===== src/rtl/lipsi_uart_loader_if.sv =====
`default_nettype none
// ============================================================================
// lipsi_uart_loader_if : UART pin plus instruction-memory write bus and
//                        core-control status of the Lipsi program loader
// Revision: 1.0
// ============================================================================
interface lipsi_uart_loader_if #(
  parameter int ADDR_W = 8
);
  logic              rx_i;
  logic              mem_wr_en_o;
  logic [ADDR_W-1:0] mem_wr_addr_o;
  logic [7:0]        mem_wr_data_o;
  logic              core_hold_o;
  logic              loaded_o;
  logic              error_o;
  logic              busy_o;

  // master: the loader itself; slave: the environment (pin driver, memory, core)
  modport master (
    input  rx_i,
    output mem_wr_en_o, mem_wr_addr_o, mem_wr_data_o,
    output core_hold_o, loaded_o, error_o, busy_o
  );
  modport slave (
    output rx_i,
    input  mem_wr_en_o, mem_wr_addr_o, mem_wr_data_o,
    input  core_hold_o, loaded_o, error_o, busy_o
  );
endinterface
`default_nettype wire


===== src/rtl/lipsi_uart_loader.sv =====
`default_nettype none
// ============================================================================
// lipsi_uart_loader : 8N1 UART receiver plus frame parser that writes a
//                     checksummed program image into Lipsi instruction memory
// Revision: 1.0
// ============================================================================
module lipsi_uart_loader #(
  parameter int          CLKS_PER_BIT = 434,
  parameter int          ADDR_W       = 8,
  parameter logic [7:0]  SYNC_BYTE    = 8'hA5
) (
  input  logic               clock,
  input  logic               reset,
  lipsi_uart_loader_if.master bus
);
  localparam int                CNT_W     = $clog2(CLKS_PER_BIT);
  localparam logic [CNT_W-1:0]  HALF_LAST = CNT_W'(CLKS_PER_BIT / 2 - 1);
  localparam logic [CNT_W-1:0]  BIT_LAST  = CNT_W'(CLKS_PER_BIT - 1);

  typedef enum logic [1:0] {RX_IDLE, RX_START, RX_DATA, RX_STOP} rx_state_t;
  typedef enum logic [1:0] {F_IDLE, F_LEN, F_DATA, F_CHK} frame_state_t;

  logic             sync1, sync2, rx_prev;
  rx_state_t        rx_state;
  logic [CNT_W-1:0] cnt;
  logic [2:0]       bit_idx;
  logic [7:0]       shift;
  logic             rx_valid, rx_ferr;

  frame_state_t      fstate;
  logic [8:0]        remaining;
  logic [7:0]        sum;
  logic [ADDR_W-1:0] wr_ptr;
  logic              mem_wr_en, core_hold, loaded, error, busy;
  logic [ADDR_W-1:0] mem_wr_addr;
  logic [7:0]        mem_wr_data;

  // Receiver: edge-triggered start so a line stuck low after a framing error
  // does not retrigger until it has returned high.
  always_ff @(posedge clock) begin
    if (reset) begin
      sync1    <= 1'b1;
      sync2    <= 1'b1;
      rx_prev  <= 1'b1;
      rx_state <= RX_IDLE;
      cnt      <= '0;
      bit_idx  <= '0;
      shift    <= '0;
      rx_valid <= 1'b0;
      rx_ferr  <= 1'b0;
    end else begin
      sync1    <= bus.rx_i;
      sync2    <= sync1;
      rx_prev  <= sync2;
      rx_valid <= 1'b0;
      rx_ferr  <= 1'b0;
      case (rx_state)
        RX_IDLE: begin
          if (rx_prev && !sync2) begin
            rx_state <= RX_START;
            cnt      <= '0;
          end
        end
        RX_START: begin
          if (cnt == HALF_LAST) begin
            cnt      <= '0;
            bit_idx  <= '0;
            rx_state <= sync2 ? RX_IDLE : RX_DATA;
          end else begin
            cnt <= cnt + 1'b1;
          end
        end
        RX_DATA: begin
          if (cnt == BIT_LAST) begin
            cnt     <= '0;
            shift   <= {sync2, shift[7:1]};
            bit_idx <= bit_idx + 3'd1;
            if (bit_idx == 3'd7) rx_state <= RX_STOP;
          end else begin
            cnt <= cnt + 1'b1;
          end
        end
        default: begin
          if (cnt == BIT_LAST) begin
            cnt      <= '0;
            rx_valid <= sync2;
            rx_ferr  <= !sync2;
            rx_state <= RX_IDLE;
          end else begin
            cnt <= cnt + 1'b1;
          end
        end
      endcase
    end
  end

  always_ff @(posedge clock) begin
    if (reset) begin
      fstate      <= F_IDLE;
      remaining   <= '0;
      sum         <= '0;
      wr_ptr      <= '0;
      mem_wr_en   <= 1'b0;
      mem_wr_addr <= '0;
      mem_wr_data <= '0;
      core_hold   <= 1'b1;
      loaded      <= 1'b0;
      error       <= 1'b0;
      busy        <= 1'b0;
    end else begin
      mem_wr_en <= 1'b0;
      if (fstate != F_IDLE && rx_ferr) begin
        error  <= 1'b1;
        busy   <= 1'b0;
        fstate <= F_IDLE;
      end else if (rx_valid) begin
        case (fstate)
          F_IDLE: begin
            if (shift == SYNC_BYTE) begin
              busy        <= 1'b1;
              core_hold   <= 1'b1;
              loaded      <= 1'b0;
              error       <= 1'b0;
              mem_wr_addr <= '0;
              wr_ptr      <= '0;
              sum         <= '0;
              fstate      <= F_LEN;
            end
          end
          F_LEN: begin
            remaining <= (shift == 8'd0) ? 9'd256 : {1'b0, shift};
            fstate    <= F_DATA;
          end
          F_DATA: begin
            mem_wr_en   <= 1'b1;
            mem_wr_data <= shift;
            mem_wr_addr <= wr_ptr;
            wr_ptr      <= wr_ptr + 1'b1;
            sum         <= sum + shift;
            remaining   <= remaining - 9'd1;
            if (remaining == 9'd1) fstate <= F_CHK;
          end
          default: begin
            if (8'(sum + shift) == 8'd0) begin
              loaded    <= 1'b1;
              core_hold <= 1'b0;
            end else begin
              error <= 1'b1;
            end
            busy   <= 1'b0;
            fstate <= F_IDLE;
          end
        endcase
      end
    end
  end

  assign bus.mem_wr_en_o   = mem_wr_en;
  assign bus.mem_wr_addr_o = mem_wr_addr;
  assign bus.mem_wr_data_o = mem_wr_data;
  assign bus.core_hold_o   = core_hold;
  assign bus.loaded_o      = loaded;
  assign bus.error_o       = error;
  assign bus.busy_o        = busy;
endmodule
`default_nettype wire


===== src/flat_wrapper.sv =====
// flat-port wrapper written by rule: the top's interface ports become plain ports
module lipsi_uart_loader_flat 
#(
  parameter int          CLKS_PER_BIT = 434,
  parameter int          ADDR_W       = 8,
  parameter logic [7:0]  SYNC_BYTE    = 8'hA5
)
  (clock, reset, bus_rx_i, bus_mem_wr_en_o, bus_mem_wr_addr_o, bus_mem_wr_data_o, bus_core_hold_o, bus_loaded_o, bus_error_o, bus_busy_o);
  lipsi_uart_loader_if #(.ADDR_W(ADDR_W)) bus_i ();
  input  logic clock;
  input  logic reset;
  input wire logic [$bits(bus_i.rx_i)-1:0] bus_rx_i;
  output wire logic [$bits(bus_i.mem_wr_en_o)-1:0] bus_mem_wr_en_o;
  output wire logic [$bits(bus_i.mem_wr_addr_o)-1:0] bus_mem_wr_addr_o;
  output wire logic [$bits(bus_i.mem_wr_data_o)-1:0] bus_mem_wr_data_o;
  output wire logic [$bits(bus_i.core_hold_o)-1:0] bus_core_hold_o;
  output wire logic [$bits(bus_i.loaded_o)-1:0] bus_loaded_o;
  output wire logic [$bits(bus_i.error_o)-1:0] bus_error_o;
  output wire logic [$bits(bus_i.busy_o)-1:0] bus_busy_o;
  assign bus_i.rx_i = bus_rx_i;
  assign bus_mem_wr_en_o = bus_i.mem_wr_en_o;
  assign bus_mem_wr_addr_o = bus_i.mem_wr_addr_o;
  assign bus_mem_wr_data_o = bus_i.mem_wr_data_o;
  assign bus_core_hold_o = bus_i.core_hold_o;
  assign bus_loaded_o = bus_i.loaded_o;
  assign bus_error_o = bus_i.error_o;
  assign bus_busy_o = bus_i.busy_o;
  lipsi_uart_loader #(.CLKS_PER_BIT(CLKS_PER_BIT), .ADDR_W(ADDR_W), .SYNC_BYTE(SYNC_BYTE)) u_core (.clock(clock), .reset(reset), .bus(bus_i));
endmodule

===== config.mk =====
export PLATFORM = sky130hd
export DESIGN_NAME = lipsi_uart_loader_flat
export DESIGN_NICKNAME = d
export VERILOG_FILES = /design/src/rtl/lipsi_uart_loader_if.sv /design/src/rtl/lipsi_uart_loader.sv /design/src/flat_wrapper.sv
export SDC_FILE = /design/constraint.sdc
export NUM_CORES = 1
export LEC_CHECK = 0
export BUFFER_PORTS_ARGS = -buffer_cell sky130_fd_sc_hd__buf_2
export CAP_MARGIN = 15
export CELL_PAD_IN_SITES_DETAIL_PLACEMENT = 0
export CELL_PAD_IN_SITES_GLOBAL_PLACEMENT = 1
export CORE_MARGIN = 10
export CORE_UTILIZATION = 35
export DETAILED_ROUTE_END_ITERATION = 16
export GPL_TIMING_DRIVEN = 0
export HOLD_SLACK_MARGIN = 0.1
export PLACE_DENSITY = 0.63
export SYNTH_ARGS = -nofsm -noshare
export SYNTH_HDL_FRONTEND = slang
export SYNTH_SLANG_ARGS = --single-unit

===== constraint.sdc =====
create_clock -name clock -period 3 [get_ports clock]
set_input_delay 0.15 -clock clock [delete_from_list [all_inputs] [get_ports clock]]
set_output_delay 0.15 -clock clock [all_outputs]
set_load 0.1 [all_outputs]

==> flow_summary.yaml <==
clock_network:
  clock-sinks: 75
  cts_buffers: 9
  cts-root-buf: "clkbuf_8"
  cts_max_level: 3
  clockBufferDepth: 2
  clk_pin_slew_ns: 0.08
  cts_tree: "yes"
  clock_latency_ns: 0.35
logic_synthesis:
  async_flop_share_pct: 0
  yosysWarnings: 0
  synth_area_per_cell_um2: 8.593
  synth-compound-area-share_pct: 17.49
  synth.ff_latch_count: 75
  yosys.area_share.simple_pct: 21.89
  syn_area_um2: 3635
  synth_ff_type: "dfxtp_1"
  synth-adder-area-share_pct: 7.780
  synth_edf_count: 0
  synth.mux.area_fraction_pct: 4.991
  ys_seq_area_share_pct: 41.31
  netlist_instances: 423
  synth_xor_area_share_pct: 3.133
  synth.distinct_cells: 60
  synth_top_family_by_area: "simple AND/OR/NAND/NOR gates"
  synth_fp_nets: 448
global_routing:
  grt_pass1_vias: 2944
  grtUsageTotal_pct: 12.50
  grt_max_degree: 14
  gr-total-overflow: 0
  antenna_found_initial: 0
  grt_pass1_wl_mm: 15.07
placed_design:
  gp_congestion: 0.8398
  hpwlAfterDp_mm: 6.430
  io_buffers: 23
power:
  leakage_nw: 1.676
  ir_drop_mv: 0.2396
  power.density_nw_per_um2: 441.9
critical_path:
  critPathCaptureType: "flip-flop"
  crit_arrival_ns: 3.18
  path_max_fanout: 7
  cp_data_required_time_ns: 3.24
  startpoint_type: "flip-flop"
  worstSetupPathType: "reg2reg"
route:
  ant_nets: 0
  drc: 0
  dr.pass1.iters: 4
  dr_total_vias: 3060
  routedWlPerCell_um: 14.94
  drt_iter0_drc: 148
  via_per_inst: 5.109
  totalWireLength_mm: 8.950
die:
  core_um2: 10230
  die_w_um: 121.9
  initial_core_util_pct: 35.53
  rows: 37
  dieArea_um2: 14860
  ioPinCount: 24
  die_y_um: 121.9
finish:
  syn2layout_area_growth_pct: 13.15
  fillCellCount: 1077
  diodes: 0
  layout-drive-gt1-share_pct: 12.53
  fin_util_pct: 40.20
  fin_nets: 483
timing:
  fmax_ghz: 0.3401
  worst_clock_skew_ns: 0.009556
  hold_viol_final: 0
  fin_crit_ns: 2.941
  setup-violations-final: 0
  rsz0062_at_grt: "yes"
  hold_slack_ns: 0.4220
  maxSlewViolCount: 0
  tightest_slew_ns: 0.7674
  fin_crit_sh_pct: 98.02
  slew_headroom_pct: 48.84
hold_path:
  worstHoldPathType: "reg2reg"
flow_run:
  drv_cap: 0
status:
  outcome: "completed"
## cell usage in the layout (no fill, tap or decap), drive strengths merged, types with 3 or more instances in the layout
cell    instances
a211oi          7
a21o            3
a21oi          28
a22oi          13
and3            4
buf            24
clkbuf         25
clkinv          4
dfxtp          75
ha             21
inv            17
mux2i          17
nand2          30
nand3           8
nand4           4
nor2           76
nor2b           4
nor3           13
nor4            3
o211ai          3
o21ai          17
or2             5
or3             6
xnor2           4
xor2            9
## registers in the layout, summed over array words and instances, names as in the netlist
register / flops
u_core.rx_prev: 1
u_core.bus.mem_wr_addr_o: 8
u_core.sync1: 1
u_core.bus.core_hold_o: 1
u_core.wr_ptr: 8
u_core.bus.mem_wr_en_o: 1
u_core.rx_valid: 1
u_core.shift: 8
u_core.bus.mem_wr_data_o: 8
u_core.cnt: 9
u_core.bus.busy_o: 1
u_core.remaining: 9
u_core.bus.error_o: 1
u_core.rx_state: 2
u_core.bit_idx: 3
u_core.bus.loaded_o: 1
u_core.rx_ferr: 1
u_core.fstate: 2
u_core.sum: 8
u_core.sync2: 1
## Yosys cell counts (2+ instances only)
library cell	instances	share of area (%)
a211oi_1	6	1.2
dfxtp_1	75	41
a31oi_1	2	0.34
clkbuf_1	16	1.7
or2_2	5	0.86
nand4bb_1	2	0.62
nand2_1	30	3.1
nand4_1	4	0.69
ha_1	21	7.2
a22oi_1	13	2.7
a21o_1	3	0.62
or3_1	6	1.0
nor3b_1	2	0.41
xor2_1	9	2.2
o31ai_1	2	0.41
nand3_1	8	1.1
nor3_1	13	1.8
o21ai_0	16	2.2
xnor2_1	4	0.96
o2bb2ai_1	2	0.48
nor2b_1	4	0.69
inv_1	16	1.7
a21oi_1	28	3.9
nor2_1	76	7.8
o211ai_1	3	0.62
mux2i_1	17	4.7
and3_1	4	0.69
nor4_1	2	0.34
o21ba_2	2	0.55
a21boi_0	2	0.41
## power breakdown
part | leakage (nW) | switching [mW] | internal [mW]
Combinational | 0.986 | 0.0790 | 0.0364
Sequential | 0.605 | 0.00606 | 1.00
Clock | 0.0852 | 0.397 | 0.297
Total | 1.68 | 0.482 | 1.34
## critical path, cell delays in order (launching register included)
cell	delay [ns]
dfxtp_2	0.38
ha_2	0.22
fa_1	0.43
a211oi_2	0.30
o21ba_2	0.20
o221ai_1	0.12
a2111o_1	0.47
or3b_1	0.42
a221o_1	0.30
## stage by stage
| stage | power, mW | area (um2) | TNS (ns) | cells | setup WS [ns] |
|---|---|---|---|---|---|
| after global placement | 1.149 | 3920 | -0.5388 | 582 | -0.2769 |
| after floorplan | 1.116 | 3635 | 0 | 423 | 0.2041 |
| after detailed placement | 1.150 | 3920 | -0.5133 | 582 | -0.2636 |
| after global routing | 1.898 | 4113 | -0.06696 | 599 | -0.06696 |
| after CTS | 1.842 | 4114 | 0 | 600 | 0.007417 |
| final | 1.817 | 4113 | 0 | 599 | 0.05927 |
## metal layers
layer	GRT usage [%]	vias to the layer above	wire, um
met4	3.875	0	100
met1	16.70	1448	4438
met5	0	-	0
li1	-	1568	-
met2	19.75	35	4125
met3	2.590	9	285
## final cells by class
| cell class | instances | area (um2) | area share [%] |
|---|---|---|---|
| clock inverter | 7 | 43.79 | 1.065 |
| multi-input combinational | 315 | 2019 | 49.10 |
| sequential | 75 | 1503 | 36.54 |
| inverter | 16 | 60.06 | 1.460 |
| tap | 136 | 170.2 | 4.138 |
| timing repair buffer | 25 | 132.6 | 3.225 |
| clock buffer | 9 | 123.9 | 3.012 |
| buffer | 16 | 60.06 | 1.460 |
## kinds of logic (layout without fill, tap and decap cells)
| group | count (synthesis) | count (layout) |
|---|---|---|
| flops | 75 | 75 |
| xor+xnor | 13 | 13 |
| buf+inv | 33 | 73 |
| compound gates | 95 | 95 |
| fa+ha+maj | 22 | 22 |
| mux | 18 | 18 |
| simple gates | 167 | 167 |
## final timing paths
path | from | to | slack [ns] | cells past startpoint
worst max-delay path | u_core.shift[0]$_SDFFE_PP0P_ | u_core.bus.core_hold_o$_SDFFE_PP1P_ | 0.06 | 8
worst min-delay path | u_core.sync1$_SDFF_PP1_ | u_core.sync2$_SDFF_PP1_ | 0.42 | 1
worst max register to register | u_core.shift[0]$_SDFFE_PP0P_ | u_core.bus.core_hold_o$_SDFFE_PP1P_ | 0.06 | 8
worst min register to register | u_core.sync1$_SDFF_PP1_ | u_core.sync2$_SDFF_PP1_ | 0.42 | 1
## repair_timing
| action | 4_1_cts | 5_1_grt |
|---|---|---|
| gates resized for setup | 3 | 2 |
| setup endpoints to repair | 3 | 19 |
| cloned | 0 | 0 |
| pin swaps | 2 | 1 |
| setup buffers | 1 | 0 |
| hold buffers | 1 | 0 |
| endpoints found under the hold margin | 1 | 0 |
Power figures use the tool's default switching activity.
